**src/rtl/cdb_pkg.sv**
```systemverilog
// Shared constants for the common-data-bus arbiter slice.
// Widths, source count, source indices and round-robin helper.
package cdb_pkg;

  localparam int VREG_W  = 5;
  localparam int DATA_W  = 32;
  localparam int NUM_SRC = 3;

  typedef logic [1:0] src_t;

  localparam src_t SRC_ALU = 2'd0;
  localparam src_t SRC_LSB = 2'd1;
  localparam src_t SRC_BR  = 2'd2;

  // Next source index, modulo NUM_SRC.
  function automatic src_t next_src(input src_t s);
    return (s == SRC_BR) ? SRC_ALU : src_t'(s + 2'd1);
  endfunction

endpackage

```
**src/rtl/cdb_src_fifo.sv**
```systemverilog
// Per-source result FIFO feeding the CDB arbiter.
// Ports: i_push/i_push_data in, i_pop in, o_head_data/o_empty/o_full out, i_flush clears.
module cdb_src_fifo #(
  parameter int DEPTH = 4,
  parameter int W     = 37
) (
  input  logic         clk,
  input  logic         rst,
  input  logic         i_flush,
  input  logic         i_push,
  input  logic [W-1:0] i_push_data,
  input  logic         i_pop,
  output logic [W-1:0] o_head_data,
  output logic         o_empty,
  output logic         o_full
);

  localparam int AW = $clog2(DEPTH);

  logic [W-1:0]  r_mem [DEPTH];
  logic [AW-1:0] r_wptr;
  logic [AW-1:0] r_rptr;
  logic [AW:0]   r_count;

  // Caller guarantees no push when full and no pop when empty.
  always_ff @(posedge clk) begin
    if (rst || i_flush) begin
      r_wptr  <= '0;
      r_rptr  <= '0;
      r_count <= '0;
    end else begin
      if (i_push) r_wptr <= r_wptr + AW'(1);
      if (i_pop)  r_rptr <= r_rptr + AW'(1);
      r_count <= r_count + (AW+1)'(i_push)
                         - (AW+1)'(i_pop);
    end
  end

  always_ff @(posedge clk) begin
    if (i_push) r_mem[r_wptr] <= i_push_data;
  end

  assign o_head_data = r_mem[r_rptr];
  assign o_empty     = (r_count == '0);
  assign o_full      = (r_count == (AW+1)'(DEPTH));

endmodule

```
**src/rtl/cdb_arbiter.sv**
```systemverilog
// Round-robin arbiter sharing the CDB among ALU, LSB and branch unit.
// Ports: srcK_valid/vregid/val in, srcK_ready out, cdb_en/vregid/val out, busy out.
module cdb_arbiter #(
  parameter int DEPTH  = 4,
  parameter int VREG_W = cdb_pkg::VREG_W,
  parameter int DATA_W = cdb_pkg::DATA_W
) (
  input  logic              clk,
  input  logic              rst,
  input  logic              flush,
  input  logic              src0_valid,
  output logic              src0_ready,
  input  logic [VREG_W-1:0] src0_vregid,
  input  logic [DATA_W-1:0] src0_val,
  input  logic              src1_valid,
  output logic              src1_ready,
  input  logic [VREG_W-1:0] src1_vregid,
  input  logic [DATA_W-1:0] src1_val,
  input  logic              src2_valid,
  output logic              src2_ready,
  input  logic [VREG_W-1:0] src2_vregid,
  input  logic [DATA_W-1:0] src2_val,
  output logic              cdb_en,
  output logic [VREG_W-1:0] cdb_vregid,
  output logic [DATA_W-1:0] cdb_val,
  output logic              busy
);

  import cdb_pkg::*;

  localparam int EW = VREG_W + DATA_W;

  logic [NUM_SRC-1:0] w_valid;
  logic [NUM_SRC-1:0] w_push;
  logic [NUM_SRC-1:0] w_pop;
  logic [NUM_SRC-1:0] w_empty;
  logic [NUM_SRC-1:0] w_full;
  logic [EW-1:0]      w_push_data [NUM_SRC];
  logic [EW-1:0]      w_head      [NUM_SRC];

  src_t r_rr_last;
  src_t w_win;
  src_t w_cand;
  logic w_win_vld;

  assign w_valid = {src2_valid, src1_valid, src0_valid};

  assign w_push_data[0] = {src0_vregid, src0_val};
  assign w_push_data[1] = {src1_vregid, src1_val};
  assign w_push_data[2] = {src2_vregid, src2_val};

  // Ready comes from registered fullness only; no same-cycle pop bypass.
  assign src0_ready = ~w_full[0];
  assign src1_ready = ~w_full[1];
  assign src2_ready = ~w_full[2];

  // Pushes in a flush cycle are dropped.
  assign w_push = w_valid & ~w_full & {NUM_SRC{~flush}};

  for (genvar k = 0; k < NUM_SRC; k++) begin : g_fifo
    cdb_src_fifo #(
      .DEPTH (DEPTH),
      .W     (EW)
    ) u_fifo (
      .clk         (clk),
      .rst         (rst),
      .i_flush     (flush),
      .i_push      (w_push[k]),
      .i_push_data (w_push_data[k]),
      .i_pop       (w_pop[k]),
      .o_head_data (w_head[k]),
      .o_empty     (w_empty[k]),
      .o_full      (w_full[k])
    );
  end

  // Scan rr_last+1, +2, +3 (mod 3); first non-empty head wins.
  always_comb begin
    w_win_vld = 1'b0;
    w_win     = r_rr_last;
    w_cand    = r_rr_last;
    for (int k = 0; k < NUM_SRC; k++) begin
      w_cand = next_src(w_cand);
      if (!w_win_vld && !w_empty[w_cand]) begin
        w_win_vld = 1'b1;
        w_win     = w_cand;
      end
    end
  end

  always_comb begin
    w_pop = '0;
    if (w_win_vld) w_pop[w_win] = 1'b1;
  end

  always_ff @(posedge clk) begin
    if (rst) begin
      cdb_en     <= 1'b0;
      cdb_vregid <= '0;
      cdb_val    <= '0;
      r_rr_last  <= SRC_BR;
    end else if (flush) begin
      cdb_en <= 1'b0;
    end else begin
      cdb_en <= w_win_vld;
      if (w_win_vld) begin
        {cdb_vregid, cdb_val} <= w_head[w_win];
        r_rr_last             <= w_win;
      end
    end
  end

  assign busy = (~&w_empty) | cdb_en;

endmodule

```
**config.mk**
```make
export PLATFORM = sky130hd
export DESIGN_NAME = cdb_arbiter
export DESIGN_NICKNAME = d
export VERILOG_FILES = /design/src/rtl/cdb_pkg.sv /design/src/rtl/cdb_src_fifo.sv /design/src/rtl/cdb_arbiter.sv
export SDC_FILE = /design/constraint.sdc
export NUM_CORES = 1
export LEC_CHECK = 0
export ABC_AREA = 1
export CAP_MARGIN = 20
export CORE_MARGIN = 1
export CORE_UTILIZATION = 30
export DETAILED_ROUTE_END_ITERATION = 8
export PLACE_DENSITY = 0.44
export REMOVE_ABC_BUFFERS = 1
export SLEW_MARGIN = 20
export SYNTH_ARGS = -nofsm -noshare
export SYNTH_HDL_FRONTEND = slang
export SYNTH_HIERARCHICAL = 1
export SYNTH_SLANG_ARGS = --single-unit
```
**constraint.sdc**
```tcl
create_clock -name clk -period 4.2 [get_ports clk]
set_clock_uncertainty 0.1 [all_clocks]
set_input_delay 0.84 -clock clk [delete_from_list [all_inputs] [get_ports clk]]
set_output_delay 0.84 -clock clk [all_outputs]
set_load 0.1 [all_outputs]
```
==> results_dict.tcl, run 1 <==
set metrics [dict create \
    p_clk_share_pct 27.9 \
    pin_count 159 \
    ant_nets 0 \
    critPathMostFrequentCell "nand2_1" \
    rr_endpoint "g_fifo[1].u_fifo/r_count[2]$_SDFF_PP0_" \
    pwr-share-comb_pct 35.7 \
    synth_top_area_share_pct 62.3 \
    synth_edf_count 444 \
    grt_overflow_total 0 \
    finalSetupViolCount 0 \
    synth.most_common_cell "edfxtp_1" \
    drc 0 \
    hp-class "reg -> reg" \
    intPower_w 0.0102 \
    die_y_um 269 \
    synth-main-ff-cell "edfxtp_1" \
    grt_setup_unrepaired "false" \
    syn_area_um2 21400 \
    final_nets 2188 \
    critPathBufInv 3 \
    cts.clk_slew.worst_paths_ps 60 \
    p_per_area_nw_per_um2 655 \
    cp-start-kind "flip-flop" \
    dieArea_um2 72400 \
    cts_tree "built" \
    sequentialPowerShare_pct 36.4 \
    grt_pass1_vias 13500 \
    root_buffer "clkbuf_16" \
    cts_buffer_depth 3 \
    grt_pass1_wl_um 84100 \
    synth.top_cells.by_area "edfxtp_1 (62%), dfxtp_1 (6.3%), nand2_1 (6.1%), inv_1 (5.0%), o211ai_1 (3.9%)" \
    grt_usage_pct 15.6 \
    drive_gt1_share_pct 6.55 \
    die_x_um 269 \
    synth.avg_cell_area_um2 11.2 \
    io_buffers 158 \
    finalPower_w 0.0168 \
    clock_latency_ps 610 \
    syn_inst 1918 \
    crit_slowest_cell "dfxtp_1" \
    crit_arrival_ps 2530 \
    place.detailed.hpwl_um 35000 \
    wl_per_cell_um 18.6 \
    worst-setup-path-type "reg -> out" \
    start_util_pct 30.4 \
    finalHoldViolations 0 \
    cts_resized 0 \
    maxUsedRoutingLayer "met5" \
    fillers 6872 \
    antenna_found_initial 5 \
    viasPerCell 4.63 \
    max_slew_margin_pct 28.5 \
    clkSinkCount 511 \
    yosysTopAreaCell "edfxtp_1" \
    drtPass1Iterations 5 \
    synth_common_cells "edfxtp_1 (444), nand2_1 (345), inv_1 (286)" \
    yosysWarnings 6 \
    vias 14000 \
    drt-met1-wl_um 25700 \
    swShare_pct 39.6 \
    htree_levels 2 \
    postCtsSetupBuffers 0 \
    wirelength_um 56600 \
    wl_met2_um 26800 \
    row_count 97 \
    r2r_cells 19 \
    end_kind "primary output" \
    static-leakage-power_nw 9.46 \
    drtIter0Drc 892 \
    status "completed" \
    dp_slack_ps 910 \
    n_antenna_cell 0 \
    worst-r2r-setup-slack_ps 850 \
    async_flop_share_pct 0 \
    post-route-period-util_pct 82.5 \
    crit_chain "inv_1 -> nand2_1 -> nor2_1 -> nand2_1 -> nand3_2 -> nand2_1 -> nor2_2 -> inv_2 -> or2_2 -> buf_4" \
    ir_drop_v 0.000601 \
    hold_path_depth 2 \
    critPathTopFamily "simple AND/OR/NAND/NOR gates" \
    rr_startpoint "g_fifo[1].u_fifo/r_count[1]$_SDFF_PP0_" \
    hp-start "g_fifo[2].u_fifo/r_rptr[1]$_SDFFE_PP0P_" \
    worstMarginPinSlew_ps 1070 \
    fin_ws_ps 734 \
    post-route-min-period_ps 3470 \
    ctsHoldBuffers 0 \
    area_growth_pct 20.1 \
    power.switching_w 0.00666 \
    ys_ff_latch 511 \
    fp.coreArea_um2 70300 \
    finalWeightedCongestion 0.773 \
    grt_max_degree 119 \
    cts_buffers 57 \
    slew_viol_final 0 \
    clock.fmax_ghz 0.289 \
    dp_cells 2929 \
    cp_max_fo 6 \
    wl_met3_um 3030 \
    fin_cells 3033 \
    cpPeakStageDelay_ps 320 \
    cp.required_ps 3260 \
    drv_cap 0 \
    synth-seq-area-share_pct 68.6 \
    synth.distinct_cells 25 \
]
[area by class of cell]
cell class / instances / area [um^2] / share of cell area [%]
tap: 940 / 1180 / 4.58
clock inverter: 25 / 216 / 0.842
inverter: 289 / 1080 / 4.22
timing repair buffer: 187 / 1940 / 7.54
multi-input combinational: 1004 / 5080 / 19.8
clock buffer: 77 / 1510 / 5.88
sequential: 511 / 14700 / 57.2
[worst reg2reg max path, stage by stage, from the launching register on]
cell and delay, ps:
dfxtp_1 320, inv_1 90, nand2_1 100, nor2_1 270
inv_1 110, nor2_1 120, nor2_1 70, nand3_1 150
inv_1 110, nand2_2 80, nand2_2 70, nor3_1 480
ha_1 240, inv_1 40, ha_1 200, fa_1 400
inv_1 90, nand3_1 80, nand2_1 70, nor2_1 40
[through the flow]
stage / area (um^2) / hold WS [ps] / setup TNS (ps) / utilization, %
floorplan: 20800 / 336 / -700 / -
global placement: 23900 / 341 / 0 / 34.0
detailed placement: 23900 / 342 / 0 / 34.0
CTS: 25600 / 354 / 0 / 36.5
global route: 25700 / 391 / 0 / 36.6
finish: 25700 / 359 / 0 / 36.6
[state kept, by name (all words and copies together), names as in the netlist, named ones only]
name	flops
g_fifo.u_fifo/r_wptr	6
r_rr_last	2
g_fifo.u_fifo/r_rptr	6
cdb_val	32
cdb_vregid	5
cdb_en	1
g_fifo.u_fifo/r_count	9
g_fifo.u_fifo/r_mem	444
[logic make-up (layout without fill, tap and decap cells)]
| logic type | Yosys count | count (layout) | synth area share (%) |
|---|---|---|---|
| fa+ha+maj | 21 | 21 | 1.33 |
| simple gates | 577 | 577 | 11.4 |
| flops | 511 | 511 | 68.6 |
| buf+inv | 403 | 578 | 7.85 |
| compound gates | 406 | 406 | 10.8 |
[how the worst max path moves through the flow]
stage | startpoint | to | slack (ps) | cells past startpoint
global placement | g_fifo[2].u_fifo/r_count[1]$_SDFF_PP0_ | g_fifo[2].u_fifo/r_count[2]$_SDFF_PP0_ | 990 | 19
finish | g_fifo[1].u_fifo/r_count[1]$_SDFF_PP0_ | busy | 730 | 10
CTS | g_fifo[1].u_fifo/r_count[1]$_SDFF_PP0_ | busy | 700 | 10
floorplan | g_fifo[2].u_fifo/r_count[1]$_SDFF_PP0_ | g_fifo[2].u_fifo/r_count[2]$_SDFF_PP0_ | -170 | 19
detailed placement | g_fifo[1].u_fifo/r_count[1]$_SDFF_PP0_ | g_fifo[1].u_fifo/r_count[2]$_SDFF_PP0_ | 910 | 19
global route | g_fifo[2].u_fifo/r_count[1]$_SDFF_PP0_ | g_fifo[2].u_fifo/r_count[2]$_SDFF_PP0_ | 490 | 19
[power by group through the flow]
stage	Sequential, W	Combinational (W)	Clock (W)
4_1_cts	0.00621	0.00590	0.00485
2_1_floorplan	0.00706	0.00287	0
3_3_place_gp	0.00631	0.00585	0
5_1_grt	0.00616	0.00657	0.00506
3_5_place_dp	0.00631	0.00590	0
6_report	0.00612	0.00601	0.00469
[cells in the final DEF (no fill, tap or decap), types with 2 or more instances in the layout]
cell / instances
a21oi_1: 131
buf_12: 8
buf_16: 2
buf_4: 20
bufinv_16: 4
clkbuf_1: 19
clkbuf_16: 57
clkdlybuf4s50_1: 157
clkinv_1: 11
clkinv_2: 10
dfxtp_1: 61
dfxtp_4: 5
edfxtp_1: 444
fa_1: 3
ha_1: 18
inv_1: 273
inv_2: 15
nand2_1: 342
nand2_2: 4
nand3_1: 48
nand3_2: 3
nand4_1: 75
nor2_1: 95
nor2_2: 3
nor3_1: 6
o211ai_1: 111
o21ai_0: 160
o21ai_1: 2
o21ai_4: 2
[routing by layer]
layer | global-route usage [%] | up-vias
li1 | - | 6885
met1 | 20.8 | 6792
met2 | 25.9 | 259
met3 | 3.38 | 82
met4 | 3.72 | 10
met5 | 0 | -
Power figures use the tool's default switching activity.
==> run 2: changes to the inputs <==
PLACE_DENSITY = 0.46   (was 0.44)
clock period = 3 ns   (was 4.2 ns; I/O delays follow)
==> results_dict.tcl, run 2 (synthesized netlist as in run 1, its figures left out) <==
set metrics [dict create \
    status "completed" \
    finalHoldViolations 0 \
    max_slew_margin_pct 38.7 \
    grt_pass1_vias 13500 \
    cts_buffers 57 \
    cp-start-kind "flip-flop" \
    viasPerCell 4.56 \
    ir_drop_v 0.000966 \
    slew_viol_final 0 \
    place.detailed.hpwl_um 34200 \
    final_nets 2207 \
    static-leakage-power_nw 9.67 \
    drv_cap 0 \
    dieArea_um2 72400 \
    drive_gt1_share_pct 10.6 \
    drc 0 \
    final_common_cell "edfxtp_1" \
    crit_chain "inv_1 -> nand2_2 -> nor2_4 -> nand3_2 -> nand3_4 -> nand2_2 -> nor2_4 -> inv_2 -> or2_4 -> buf_12" \
    hp-class "reg -> reg" \
    cpPeakStageDelay_ps 310 \
    cp_max_fo 5 \
    grt_pass1_wl_um 83700 \
    top_regs "g_fifo.u_fifo/r_mem: 444 flops, cdb_val: 32 flops, g_fifo.u_fifo/r_count: 9 flops" \
    drtPass1Iterations 5 \
    final_cell_mix "edfxtp_1 (444), nand2_1 (337), inv_1 (270)" \
    ctsHoldBuffers 0 \
    worstMarginPinSlew_ps 920 \
    post-route-min-period_ps 2890 \
    htree_levels 2 \
    die_x_um 269 \
    drtIter0Drc 977 \
    p_per_area_nw_per_um2 924 \
    fin_ws_ps 113 \
    area_growth_pct 21.7 \
    antenna_found_initial 16 \
    row_count 97 \
    die_y_um 269 \
    vias 14000 \
    finalSetupViolCount 0 \
    clock.fmax_ghz 0.346 \
    stdcell_area_um2 26000 \
    cts_buffer_depth 3 \
    worst-setup-path-type "reg -> out" \
    cp.required_ps 2300 \
    end_kind "primary output" \
    wl_per_cell_um 18.4 \
    cts_tree "built" \
    grt_usage_pct 15.5 \
    crit_slowest_cell "dfxtp_1" \
    finalWeightedCongestion 0.779 \
    fp.coreArea_um2 70300 \
    clkSinkCount 511 \
    largest_reg_flops 444 \
    start_util_pct 30.4 \
    clock_latency_ps 600 \
    whs_ps 353 \
    finalPower_w 0.0241 \
    post-route-period-util_pct 96.2 \
    ant_nets 0 \
    grt_overflow_total 0 \
    dp_slack_ps -63.2 \
    cts.clk_slew.worst_paths_ps 60 \
    io_buffers 158 \
    root_buffer "clkbuf_16" \
    worst-r2r-setup-slack_ps 130 \
    top_register "g_fifo.u_fifo/r_mem" \
    crit_arrival_ps 2190 \
    wirelength_um 56200 \
    pin_count 159 \
    dpl-instance-area_um2 24100 \
    grt_max_degree 149 \
]
==> run 2: cell types whose count changed in the layout (fill, tap and decap cells not counted), moves of 7 or more <==
cell / previous run / this run
buf_4: 20 / 68
clkbuf_1: 19 / 26
buf_12: 8 / 21
clkdlybuf4s50_1: 157 / 116
==> run 2: worst paths after layout <==
kind | from | cells after the start | end
worst min register to register | g_fifo[2].u_fifo/r_rptr[1]$_SDFFE_PP0P_ | 2 | flip-flop
worst min-delay path | g_fifo[2].u_fifo/r_rptr[1]$_SDFFE_PP0P_ | 2 | flip-flop
worst max-delay path | g_fifo[2].u_fifo/r_count[1]$_SDFF_PP0_ | 10 | busy
worst max register to register | g_fifo[0].u_fifo/r_count[1]$_SDFF_PP0_ | 19 | g_fifo[2].u_fifo/r_count[2]$_SDFF_PP0_
==> run 2: area by class of cell <==
type                    count  area, um^2
flip-flops and latches    511       14700
multi-input cells        1004        5180
clock inverters            19         220
well taps                 940        1180
diodes                      6        15.0
repair buffers            206        2100
clock buffers              86        1570
inverters                 289        1080
fillers                  6812       44200
==> run 2: where the power goes <==
group	total (W)	internal, W	leakage [nW]	switching [W]
Combinational	0.00879	0.00244	4.23	0.00635
Sequential	0.00854	0.00818	4.59	0.000360
Clock	0.00674	0.00401	0.863	0.00274
==> run 2: repair_timing <==
item / CTS / global route
gates resized for setup: 7 / 28
endpoints found under the setup margin: 6 / 15
setup buffers: 0 / 6
pin swaps: 1 / 10
gates cloned: 0 / 0
==> run 2: stage by stage <==
stage                     setup TNS (ps)  utilization (%)  instances
after floorplan                   -32510                -       1804
final                                  0             37.1       3061
after CTS                          -34.6             36.9       3049
after detailed placement            -104             34.3       2944
after global routing               -36.6             37.1       3057
after global placement                 0             34.3       2944
==> run 2: routing by layer <==
layer  routed length [um]  global-route usage [%]  up-vias
met3                 3270                    4.08       87
met2                26500                    25.5      249
met4                 1030                    3.76       20
met5                  133                       0        -
li1                     -                       -     6935
met1                25200                    20.3     6659
==> run 2: critical path: cells and delay by family, from the launching register on <==
family / cells / cell delay, ps
buffers and inverters: 3 / 290
DFF: 1 / 310
and+or+nand+nor: 7 / 980
==> run 3: changes to the inputs <==
GPL_TIMING_DRIVEN = 0   (was not set)
==> results_dict.tcl, run 3 (synthesized netlist as in run 1, its figures left out) <==
set metrics [dict create \
    status "finished, violations left" \
    violations "negative setup slack" \
    clock_latency_ps 610 \
    vias 14200 \
    finalPower_w 0.0259 \
    antenna_found_initial 16 \
    cp.required_ps 3390 \
    cp-start-kind "flip-flop" \
    fin_ws_ps -18.5 \
    worstMarginPinSlew_ps 1140 \
    row_count 97 \
    worst-setup-path-type "reg -> reg" \
    drtIter0Drc 879 \
    start_util_pct 30.4 \
    viasPerCell 4.63 \
    clock.fmax_ghz 0.331 \
    worst-r2r-setup-slack_ps -20 \
    register_area_um2 14700 \
    area_growth_pct 24.3 \
    ctsHoldBuffers 0 \
    cts_buffers 55 \
    cts.clk_slew.worst_paths_ps 60 \
    drtPass1Iterations 6 \
    place.detailed.hpwl_um 34000 \
    final_common_cell "edfxtp_1" \
    finalHoldViolations 0 \
    wl_per_cell_um 18.9 \
    pin_count 159 \
    static-leakage-power_nw 9.76 \
    ir_drop_v 0.000671 \
    grt_overflow_total 0 \
    fin_cells 3060 \
    cts_buffer_depth 3 \
    drv_cap 0 \
    top_register "g_fifo.u_fifo/r_mem" \
    post-route-period-util_pct 101 \
    die_y_um 269 \
    io_buffers 158 \
    clkSinkCount 511 \
    fillers 6654 \
    r2r_cells 18 \
    hp-class "reg -> reg" \
    final_cell_mix "edfxtp_1 (444), nand2_1 (335), inv_1 (263)" \
    die_x_um 269 \
    hold_path_depth 2 \
    grt_setup_unrepaired "true" \
    end_kind "flip-flop" \
    wirelength_um 57800 \
    rr_startpoint "g_fifo[1].u_fifo/r_count[1]$_SDFF_PP0_" \
    finalSetupViolCount 2 \
    slew_viol_final 0 \
    largest_reg_flops 444 \
    top_regs "g_fifo.u_fifo/r_mem: 444 flops, cdb_val: 32 flops, g_fifo.u_fifo/r_count: 9 flops" \
    post-route-min-period_ps 3020 \
    grt_max_degree 85 \
    grt_pass1_vias 13400 \
    grt_usage_pct 16.0 \
    hp-start "g_fifo[0].u_fifo/r_rptr[1]$_SDFFE_PP0P_" \
    dieArea_um2 72400 \
    p_per_area_nw_per_um2 975 \
    grt_pass1_wl_um 85400 \
    rr_endpoint "g_fifo[0].u_fifo/r_count[1]$_SDFF_PP0_" \
    htree_levels 2 \
    max_slew_margin_pct 24.0 \
    drive_gt1_share_pct 9.92 \
    tns_ps -22.0 \
    fp.coreArea_um2 70300 \
    finalWeightedCongestion 0.724 \
    drc 0 \
    cts_tree "built" \
    ant_nets 0 \
    final_nets 2208 \
    cp_max_fo 3 \
    dp_cells 2924 \
    crit_arrival_ps 3410 \
    root_buffer "clkbuf_16" \
    multi_input_area_um2 5400 \
]
## run 3: cell types whose count changed in the layout (fill, tap and decap cells not counted), sizes merged
| cell | before | now |
|---|---|---|
| dlymetal6s2s | 0 | 1 |
| bufinv | 5 | 7 |
| nand2 | 346 | 350 |
| nand3 | 51 | 53 |
| inv | 288 | 289 |
| dlygate4sd2 | 0 | 3 |
| buf | 90 | 46 |
| clkinv | 13 | 25 |
| clkbuf | 86 | 69 |
| diode | 6 | 4 |
| clkdlybuf4s50 | 116 | 153 |
## run 3: per-stage QoR
step | instance area, um^2 | utilization, % | setup WS [ps] | hold WS (ps)
6_report | 26600 | 37.8 | -18.5 | 354
5_1_grt | 26600 | 37.8 | -138 | 388
4_1_cts | 26400 | 37.6 | 0.151 | 358
3_5_place_dp | 24200 | 34.5 | -1740 | 346
3_3_place_gp | 23600 | 33.5 | -3460 | 351
2_1_floorplan | 20800 | - | -1370 | 336
## run 3: cell type report
cell class	instances	share of cell area, %
Clock inverter	34	1.34
Tap cell	940	4.42
Sequential cell	511	55.3
Timing Repair Buffer	203	8.83
Clock buffer	69	5.49
Multi-Input combinational cell	1010	20.3
Inverter	289	4.23
Antenna cell	4	0.0376
## run 3: worst max path at each step
stage / endpoint / cells after the start / from
after floorplan: g_fifo[2].u_fifo/r_count[2]$_SDFF_PP0_ / 19 / g_fifo[2].u_fifo/r_count[1]$_SDFF_PP0_
after global placement: g_fifo[1].u_fifo/r_count[2]$_SDFF_PP0_ / 16 / g_fifo[2].u_fifo/r_count[1]$_SDFF_PP0_
after detailed placement: g_fifo[2].u_fifo/r_count[2]$_SDFF_PP0_ / 17 / g_fifo[0].u_fifo/r_count[1]$_SDFF_PP0_
after CTS: g_fifo[0].u_fifo/r_count[1]$_SDFF_PP0_ / 18 / g_fifo[2].u_fifo/r_count[1]$_SDFF_PP0_
after global routing: g_fifo[0].u_fifo/r_count[1]$_SDFF_PP0_ / 16 / g_fifo[0].u_fifo/r_count[1]$_SDFF_PP0_
final: g_fifo[0].u_fifo/r_count[1]$_SDFF_PP0_ / 18 / g_fifo[1].u_fifo/r_count[1]$_SDFF_PP0_
## run 3: what timing repair did
| action | in CTS | in global routing |
|---|---|---|
| resized for setup | 61 | 26 |
| setup endpoints to repair | 61 | 9 |
| pin swaps | 16 | 23 |
| gates cloned | 6 | 0 |
| setup buffers | 12 | 11 |
## run 3: layer usage
| layer | up-vias | part of all wire [%] | track usage, % |
|---|---|---|---|
| li1 | 6947 | - | - |
| met4 | 24 | 2.7 | 5.45 |
| met5 | - | 0.28 | 0 |
| met3 | 108 | 6.1 | 4.13 |
| met1 | 6785 | 44 | 20.5 |
| met2 | 299 | 47 | 26.2 |
## run 3: worst max-delay path, stage by stage, from the launching register on
cell and delay (ps):
dfxtp_2 330, inv_2 70, nand2_2 80, nor2_4 160, inv_1 100, nor2_2 160, nor2_4 70, nand3_4 130
buf_12 120, nand3_4 120, nand2_8 120, clkinvlp_4 140, nor3_4 210, ha_1 250, inv_1 60, ha_2 170
fa_2 430, inv_2 60, nor2_1 40
## run 3: power by group
part           switching (W)  internal [W]  total, W  leakage (nW)
sequential          0.000338       0.00818   0.00852          4.59
clock                0.00278       0.00405   0.00683         0.891
combinational        0.00730       0.00327    0.0106          4.29
total                 0.0104        0.0155    0.0259          9.76
